===== config.mk =====
export PLATFORM = sky130hd
export DESIGN_NAME = neighbor_table_ctrl
export DESIGN_NICKNAME = d
export VERILOG_FILES = /design/src/rtl/neighbor_table_ctrl.sv
export SDC_FILE = /design/constraint.sdc
export NUM_CORES = 2
export LEC_CHECK = 0
export ABC_AREA = 1
export BUFFER_PORTS_ARGS = -buffer_cell sky130_fd_sc_hd__buf_4
export CORE_MARGIN = 3
export CORE_UTILIZATION = 45
export CTS_CLUSTER_SIZE = 20
export DETAILED_ROUTE_END_ITERATION = 10
export GPL_ROUTABILITY_DRIVEN = 0
export HOLD_SLACK_MARGIN = 0.05
export SETUP_SLACK_MARGIN = 0.5
export SLEW_MARGIN = 25
export SYNTH_ARGS = -nofsm -noshare
export SYNTH_HDL_FRONTEND = slang
export SYNTH_SLANG_ARGS = --single-unit

===== constraint.sdc =====
create_clock -name clk -period 5.8 [get_ports clk]
set_input_delay 0.87 -clock clk [delete_from_list [all_inputs] [get_ports clk]]
set_output_delay 0.87 -clock clk [all_outputs]
set_load 0.02 [all_outputs]

===== src/rtl/neighbor_table_ctrl.sv =====
`default_nettype none
// ============================================================================
// Module   : neighbor_table_ctrl
// Purpose  : Packet sequencer for neighborTable: slot assignment, heartbeat
//            clear, and best-next-hop rescan after every table write.
// Revision : 1.0
// ============================================================================
module neighbor_table_ctrl #(
    parameter int WORD_WIDTH    = 16,
    parameter int MAX_NEIGHBORS = 16,
    parameter int IDX_WIDTH     = 5
) (
    input  logic                  clk,
    input  logic                  rst,
    input  logic                  pkt_valid,
    output logic                  pkt_ready,
    input  logic [1:0]            pkt_type,
    input  logic [WORD_WIDTH-1:0] pkt_id,
    input  logic [WORD_WIDTH-1:0] pkt_hops,
    input  logic [WORD_WIDTH-1:0] pkt_qvalue,
    input  logic [WORD_WIDTH-1:0] pkt_energy,
    input  logic [WORD_WIDTH-1:0] pkt_chhops,
    output logic                  tbl_wr_en,
    output logic                  tbl_hb_reset,
    output logic [WORD_WIDTH-1:0] tbl_node_id,
    output logic [WORD_WIDTH-1:0] tbl_node_hops,
    output logic [WORD_WIDTH-1:0] tbl_node_qvalue,
    output logic [WORD_WIDTH-1:0] tbl_node_energy,
    output logic [WORD_WIDTH-1:0] tbl_node_chhops,
    output logic [IDX_WIDTH-1:0]  tbl_neighbor_count,
    output logic [IDX_WIDTH-1:0]  nbr_count,
    output logic                  table_full,
    output logic                  drop_pulse,
    output logic                  best_valid,
    output logic [WORD_WIDTH-1:0] best_id,
    output logic [WORD_WIDTH-1:0] best_qvalue,
    output logic [WORD_WIDTH-1:0] best_hops
);

    localparam logic [2:0] c_ST_IDLE   = 3'd0;
    localparam logic [2:0] c_ST_CLEAR  = 3'd1;
    localparam logic [2:0] c_ST_LOOKUP = 3'd2;
    localparam logic [2:0] c_ST_WRITE  = 3'd3;
    localparam logic [2:0] c_ST_SCAN   = 3'd4;

    localparam logic [IDX_WIDTH-1:0]  c_MAX_CNT = IDX_WIDTH'(MAX_NEIGHBORS);
    localparam logic [IDX_WIDTH-1:0]  c_IDX_ONE = IDX_WIDTH'(1);
    localparam logic [WORD_WIDTH-1:0] c_ONES    = '1;

    logic [2:0]            r_state;
    logic [2:0]            w_next;

    logic [WORD_WIDTH-1:0] r_pkt_id, r_pkt_hops, r_pkt_q, r_pkt_energy, r_pkt_chhops;
    logic [IDX_WIDTH-1:0]  r_nbr_count;
    logic                  r_append;

    logic [MAX_NEIGHBORS-1:0] r_sh_valid;
    logic [WORD_WIDTH-1:0]    r_sh_id   [MAX_NEIGHBORS];
    logic [WORD_WIDTH-1:0]    r_sh_q    [MAX_NEIGHBORS];
    logic [WORD_WIDTH-1:0]    r_sh_hops [MAX_NEIGHBORS];

    logic [WORD_WIDTH-1:0] r_tbl_id, r_tbl_hops, r_tbl_q, r_tbl_energy, r_tbl_chhops;
    logic [IDX_WIDTH-1:0]  r_tbl_slot;

    logic [IDX_WIDTH-1:0]  r_scan_idx;
    logic                  r_cand_valid;
    logic [WORD_WIDTH-1:0] r_cand_id, r_cand_q, r_cand_hops;

    logic                  r_best_valid;
    logic [WORD_WIDTH-1:0] r_best_id, r_best_q, r_best_hops;

    logic                  w_hs;
    logic                  w_full;
    logic                  w_match;
    logic [IDX_WIDTH-1:0]  w_match_idx;
    logic                  w_drop;
    logic [WORD_WIDTH-1:0] w_sel_id, w_sel_q, w_sel_hops;
    logic                  w_take;
    logic [WORD_WIDTH-1:0] w_win_id, w_win_q, w_win_hops;
    logic                  w_scan_last;

    assign w_hs   = pkt_valid && (r_state == c_ST_IDLE);
    assign w_full = (r_nbr_count == c_MAX_CNT);
    assign w_drop = !w_match && w_full;

    // Lowest matching slot wins; IDs are unique in practice.
    always_comb begin
        w_match     = 1'b0;
        w_match_idx = '0;
        for (int k = MAX_NEIGHBORS - 1; k >= 0; k--) begin
            if (r_sh_valid[k] && (r_sh_id[k] == r_pkt_id)) begin
                w_match     = 1'b1;
                w_match_idx = IDX_WIDTH'(k);
            end
        end
    end

    always_comb begin
        w_sel_id   = '0;
        w_sel_q    = '0;
        w_sel_hops = '0;
        for (int k = 0; k < MAX_NEIGHBORS; k++) begin
            if (r_scan_idx == IDX_WIDTH'(k)) begin
                w_sel_id   = r_sh_id[k];
                w_sel_q    = r_sh_q[k];
                w_sel_hops = r_sh_hops[k];
            end
        end
    end

    // Strict comparisons keep the earlier (lower) slot on a full tie.
    assign w_take      = !r_cand_valid || (w_sel_q > r_cand_q) ||
                         ((w_sel_q == r_cand_q) && (w_sel_hops < r_cand_hops));
    assign w_win_id    = w_take ? w_sel_id   : r_cand_id;
    assign w_win_q     = w_take ? w_sel_q    : r_cand_q;
    assign w_win_hops  = w_take ? w_sel_hops : r_cand_hops;
    assign w_scan_last = ((r_scan_idx + c_IDX_ONE) == r_nbr_count);

    always_ff @(posedge clk) begin
        if (rst) r_state <= c_ST_IDLE;
        else     r_state <= w_next;
    end

    always_comb begin
        w_next = r_state;
        case (r_state)
            c_ST_IDLE: begin
                if (w_hs) begin
                    if (pkt_type == 2'b01)      w_next = c_ST_LOOKUP;
                    else if (pkt_type == 2'b10) w_next = c_ST_CLEAR;
                end
            end
            c_ST_CLEAR:  w_next = c_ST_IDLE;
            c_ST_LOOKUP: w_next = w_drop ? c_ST_IDLE : c_ST_WRITE;
            c_ST_WRITE:  w_next = c_ST_SCAN;
            c_ST_SCAN:   if (w_scan_last) w_next = c_ST_IDLE;
            default:     w_next = c_ST_IDLE;
        endcase
    end

    always_comb begin
        pkt_ready    = 1'b0;
        tbl_wr_en    = 1'b0;
        tbl_hb_reset = 1'b0;
        drop_pulse   = 1'b0;
        case (r_state)
            c_ST_IDLE:   pkt_ready    = 1'b1;
            c_ST_CLEAR:  tbl_hb_reset = 1'b1;
            c_ST_LOOKUP: drop_pulse   = w_drop;
            c_ST_WRITE:  tbl_wr_en    = 1'b1;
            default:     ;
        endcase
    end

    always_ff @(posedge clk) begin
        if (rst) begin
            r_pkt_id     <= '0;
            r_pkt_hops   <= '0;
            r_pkt_q      <= '0;
            r_pkt_energy <= '0;
            r_pkt_chhops <= '0;
            r_nbr_count  <= '0;
            r_append     <= 1'b0;
            r_sh_valid   <= '0;
            for (int k = 0; k < MAX_NEIGHBORS; k++) begin
                r_sh_id[k]   <= '0;
                r_sh_q[k]    <= '0;
                r_sh_hops[k] <= '0;
            end
            r_tbl_id     <= '0;
            r_tbl_hops   <= c_ONES;
            r_tbl_q      <= '0;
            r_tbl_energy <= '0;
            r_tbl_chhops <= c_ONES;
            r_tbl_slot   <= '0;
            r_scan_idx   <= '0;
            r_cand_valid <= 1'b0;
            r_cand_id    <= '0;
            r_cand_q     <= '0;
            r_cand_hops  <= '0;
            r_best_valid <= 1'b0;
            r_best_id    <= '0;
            r_best_q     <= '0;
            r_best_hops  <= c_ONES;
        end else begin
            case (r_state)
                c_ST_IDLE: begin
                    if (w_hs) begin
                        r_pkt_id     <= pkt_id;
                        r_pkt_hops   <= pkt_hops;
                        r_pkt_q      <= pkt_qvalue;
                        r_pkt_energy <= pkt_energy;
                        r_pkt_chhops <= pkt_chhops;
                    end
                end
                c_ST_CLEAR: begin
                    r_nbr_count  <= '0;
                    r_sh_valid   <= '0;
                    r_best_valid <= 1'b0;
                    r_best_hops  <= c_ONES;
                end
                c_ST_LOOKUP: begin
                    if (!w_drop) begin
                        r_tbl_slot   <= w_match ? w_match_idx : r_nbr_count;
                        r_append     <= !w_match;
                        r_tbl_id     <= r_pkt_id;
                        r_tbl_hops   <= r_pkt_hops;
                        r_tbl_q      <= r_pkt_q;
                        r_tbl_energy <= r_pkt_energy;
                        r_tbl_chhops <= r_pkt_chhops;
                    end
                end
                c_ST_WRITE: begin
                    for (int k = 0; k < MAX_NEIGHBORS; k++) begin
                        if (r_tbl_slot == IDX_WIDTH'(k)) begin
                            r_sh_valid[k] <= 1'b1;
                            r_sh_id[k]    <= r_tbl_id;
                            r_sh_q[k]     <= r_tbl_q;
                            r_sh_hops[k]  <= r_tbl_hops;
                        end
                    end
                    if (r_append) r_nbr_count <= r_nbr_count + c_IDX_ONE;
                    r_scan_idx   <= '0;
                    r_cand_valid <= 1'b0;
                    r_best_valid <= 1'b0;
                end
                c_ST_SCAN: begin
                    r_cand_valid <= 1'b1;
                    r_cand_id    <= w_win_id;
                    r_cand_q     <= w_win_q;
                    r_cand_hops  <= w_win_hops;
                    r_scan_idx   <= r_scan_idx + c_IDX_ONE;
                    if (w_scan_last) begin
                        r_best_valid <= 1'b1;
                        r_best_id    <= w_win_id;
                        r_best_q     <= w_win_q;
                        r_best_hops  <= w_win_hops;
                    end
                end
                default: ;
            endcase
        end
    end

    assign tbl_node_id        = r_tbl_id;
    assign tbl_node_hops      = r_tbl_hops;
    assign tbl_node_qvalue    = r_tbl_q;
    assign tbl_node_energy    = r_tbl_energy;
    assign tbl_node_chhops    = r_tbl_chhops;
    assign tbl_neighbor_count = r_tbl_slot;
    assign nbr_count          = r_nbr_count;
    assign table_full         = w_full;
    assign best_valid         = r_best_valid;
    assign best_id            = r_best_id;
    assign best_qvalue        = r_best_q;
    assign best_hops          = r_best_hops;

endmodule
`default_nettype wire


==> qor.yml <==
sta:
  fin_skew_ns: 0.0274
  fin_ws_ns: 0.829
  fmax_ghz: 0.201
  period_share_pct: 85.7
  fin_crit_ns: 4.97
  finalSetupViolCount: 0
  finalSetupTns_ns: 0
  relSlewSlack_pct: 31.4
  rsz0062_at_grt: "false"
  worstMarginPinSlew_ns: 1.02
  drv_slew: 0
  final_hold_viol_count: 0
critical_path:
  cpMostUsedCell: "nand2_1"
  worstPathRequired_ns: 6.38
  critPathKind: "register to register"
  slowest_delay_ns: 0.37
  slowest_stage: "dfxtp_4"
  worstSetupEndpointType: "register"
  critPathMaxFanout: 15
  crit_arrival_ns: 5.55
  cp-start-kind: "register"
power:
  combinationalPowerShare_pct: 7.0
  intPower_mw: 12.8
  p_total_mw: 16.7
  seqPwrFrac_pct: 51.2
  vdd_drop_max_uv: 218
  clkPwrFrac_pct: 41.8
  p_switching_mw: 3.99
  power_density_nw_per_um2: 302
  switching_share_pct: 23.8
  leakagePower_nw: 21.9
cts:
  clock_path_buffers: 3
  ctsHoldBuffers: 0
  cts_inserted_buffers: 111
  clock-root-buffer: "clkbuf_16"
  cts_max_level: 3
  clk_latency_ns: 0.70
  clk_pin_slew_worst_paths_ns: 0.06
  cts_tree: "built"
  clock_sinks: 1061
synth:
  syn-cell-area_sq_um: 48400
  synth_seq_cells: 1061
  syn-num-nets: 5389
  async_reset_ff_share_pct: 0
  ys_warn_count: 0
  synth_cells: 5266
  synth_ff_type: "edfxtp_1"
  ys_seq_area_share_pct: 59.7
  avgSynthCellArea_sq_um: 9.20
  synth_edf_count: 768
  synthDistinctLibCells: 50
status:
  status: "finished clean"
floorplanning:
  initial_core_util_pct: 45.7
  std_cell_rows: 119
  dieArea_sq_um: 112000
  core_sq_um: 106000
  ios: 229
  fp.dieW_microns: 334
  die_h_microns: 334
cells_and_area:
  most-common-layout-cells: "1063 x nand2_1, 768 x edfxtp_1, 716 x nor2_1, 427 x inv_1, 360 x nand3_1"
  fin_area_sq_um: 55500
  drive_gt1_share_pct: 11.7
  area_growth_pct: 14.5
  n_antenna_cell: 0
  largestRegisters: "r_sh_hops: 256 flops, r_sh_id: 256 flops, r_sh_q: 256 flops"
  fin_nets: 5534
  final_cells: 6897
  final_common_cell: "nand2_1"
drt:
  initialDrtViolationCount: 3988
  postRouteAntennaNets: 0
  drt_wl_total_microns: 149000
  firstDrtPassIters: 8
  drcViolationCount: 0
  via_count: 38300
  viasPerCell: 5.55
  wire_per_inst_microns: 21.6
place:
  dp.cells: 6680
  postPlaceCellArea_sq_um: 51700
  place_ws_ns: 0.450
  portBuffers: 228
  hpwlAfterDp_microns: 101000
global_routing:
  grt_usage_pct: 26.1
  grt-ovfl-total: 0
  antenna_found_initial: 1
  first_global_vias: 36600
  grt_pass1_wl_microns: 225000
  grt_max_degree: 107
worst_hold_path:
  hold_path.class: "register to register"
flow_run:
  drv_cap: 0
-- metrics by stage --
step | hold WS [ns] | util [%]
2_1_floorplan | 0.430 | -
3_3_place_gp | 0.437 | 48.8
3_5_place_dp | 0.445 | 48.8
4_1_cts | 0.413 | 52.1
5_1_grt | 0.435 | 52.3
6_report | 0.450 | 52.3
-- power groups by stage --
stage	clock network, mW	registers [mW]	logic, mW
3_3_place_gp	0	8.72	1.16
2_1_floorplan	0	8.72	0.664
6_report	6.99	8.57	1.18
3_5_place_dp	0	8.73	1.16
4_1_cts	7.09	8.57	1.17
5_1_grt	7.38	8.60	1.27
-- worst paths after layout --
| check | slack (ns) | start | end | depth (start not counted) |
|---|---|---|---|---|
| max reg2reg | 0.83 | r_scan_idx[0] | r_cand_hops[8] | 32 |
| max | 0.83 | r_scan_idx[0] | r_cand_hops[8] | 32 |
| min reg2reg | 0.45 | r_pkt_energy[1] | tbl_node_energy[1] | 2 |
| min | 0.45 | r_pkt_energy[1] | tbl_node_energy[1] | 2 |
-- critical path, delay by kind of cell (launching register included) --
kind / cells / cell delay [ns]
and+or+nand+nor: 17 / 1.85
AOI/OAI and AO/OA: 6 / 1.13
buffers and inverters: 7 / 1.09
adders and majority gates: 2 / 0.44
DFF: 1 / 0.37
-- cells by family (layout without fill, tap and decap cells) --
logic type,after synthesis,in the layout,synth area share [%]
buffers and inverters,843,1083,6.71
adder cells (fa/ha/maj),38,38,0.981
XOR/XNOR,70,70,1.27
flip-flops,1061,1061,59.7
AO/OA/AOI/OAI,912,912,11.3
AND/OR/NAND/NOR,2342,2342,20.0
-- cell usage after synthesis, types with 2 or more instances --
cell type	number	area share, %
nor2_2	4	0.052
nand2_1	1090	8.4
nor2_1	722	5.6
a221oi_1	40	0.72
nor3b_1	5	0.077
or2_2	34	0.44
buf_2	50	0.52
nor4b_1	3	0.054
xor2_1	50	0.90
or4_1	2	0.031
nand3_1	361	3.7
inv_1	431	3.3
a21oi_1	243	2.5
nand3b_1	9	0.14
buf_4	6	0.093
o22ai_1	66	0.85
inv_2	21	0.16
o211ai_1	113	1.8
o311ai_0	3	0.054
a211oi_1	21	0.33
clkinv_1	58	0.45
o2111ai_1	19	0.34
nor2_4	6	0.14
buf_1	31	0.24
a2111oi_0	2	0.036
xnor2_1	20	0.36
o21a_1	34	0.53
o21bai_1	9	0.14
clkbuf_1	246	1.9
nor3_1	11	0.11
ha_1	38	0.98
dfxtp_1	293	12
o21ai_1	8	0.083
and2_1	15	0.19
a31oi_1	23	0.30
edfxtp_1	768	48
a221o_1	7	0.14
o21ai_0	303	3.1
nor4_1	28	0.36
nand4_1	47	0.61
o311ai_1	2	0.036
o221ai_1	16	0.29
-- layout make-up --
type	instances	area (sq um)
clock buffer	154	3140
clock inverter	54	399
fill	9691	50600
inverter	510	1930
multi-input combinational	3362	16500
sequential	1061	28900
tap	1391	1740
timing repair buffer	365	2850
-- timing repair --
item | 4_1_cts | 5_1_grt
pin swaps | 1 | 4
gates cloned | 0 | 2
endpoints found under the setup margin | 72 | 96
setup buffers | 1 | 6
resized for setup | 4 | 29
-- per-layer routing --
metal  vias up  track usage [%]  wire length, microns
li1      18100                -                     -
met1     18400             35.0                 61500
met2      1453             43.3                 72000
met3       297             4.24                 10600
met4         2             8.69                  5160
met5         -                0                    12
Power figures use the tool's default switching activity.
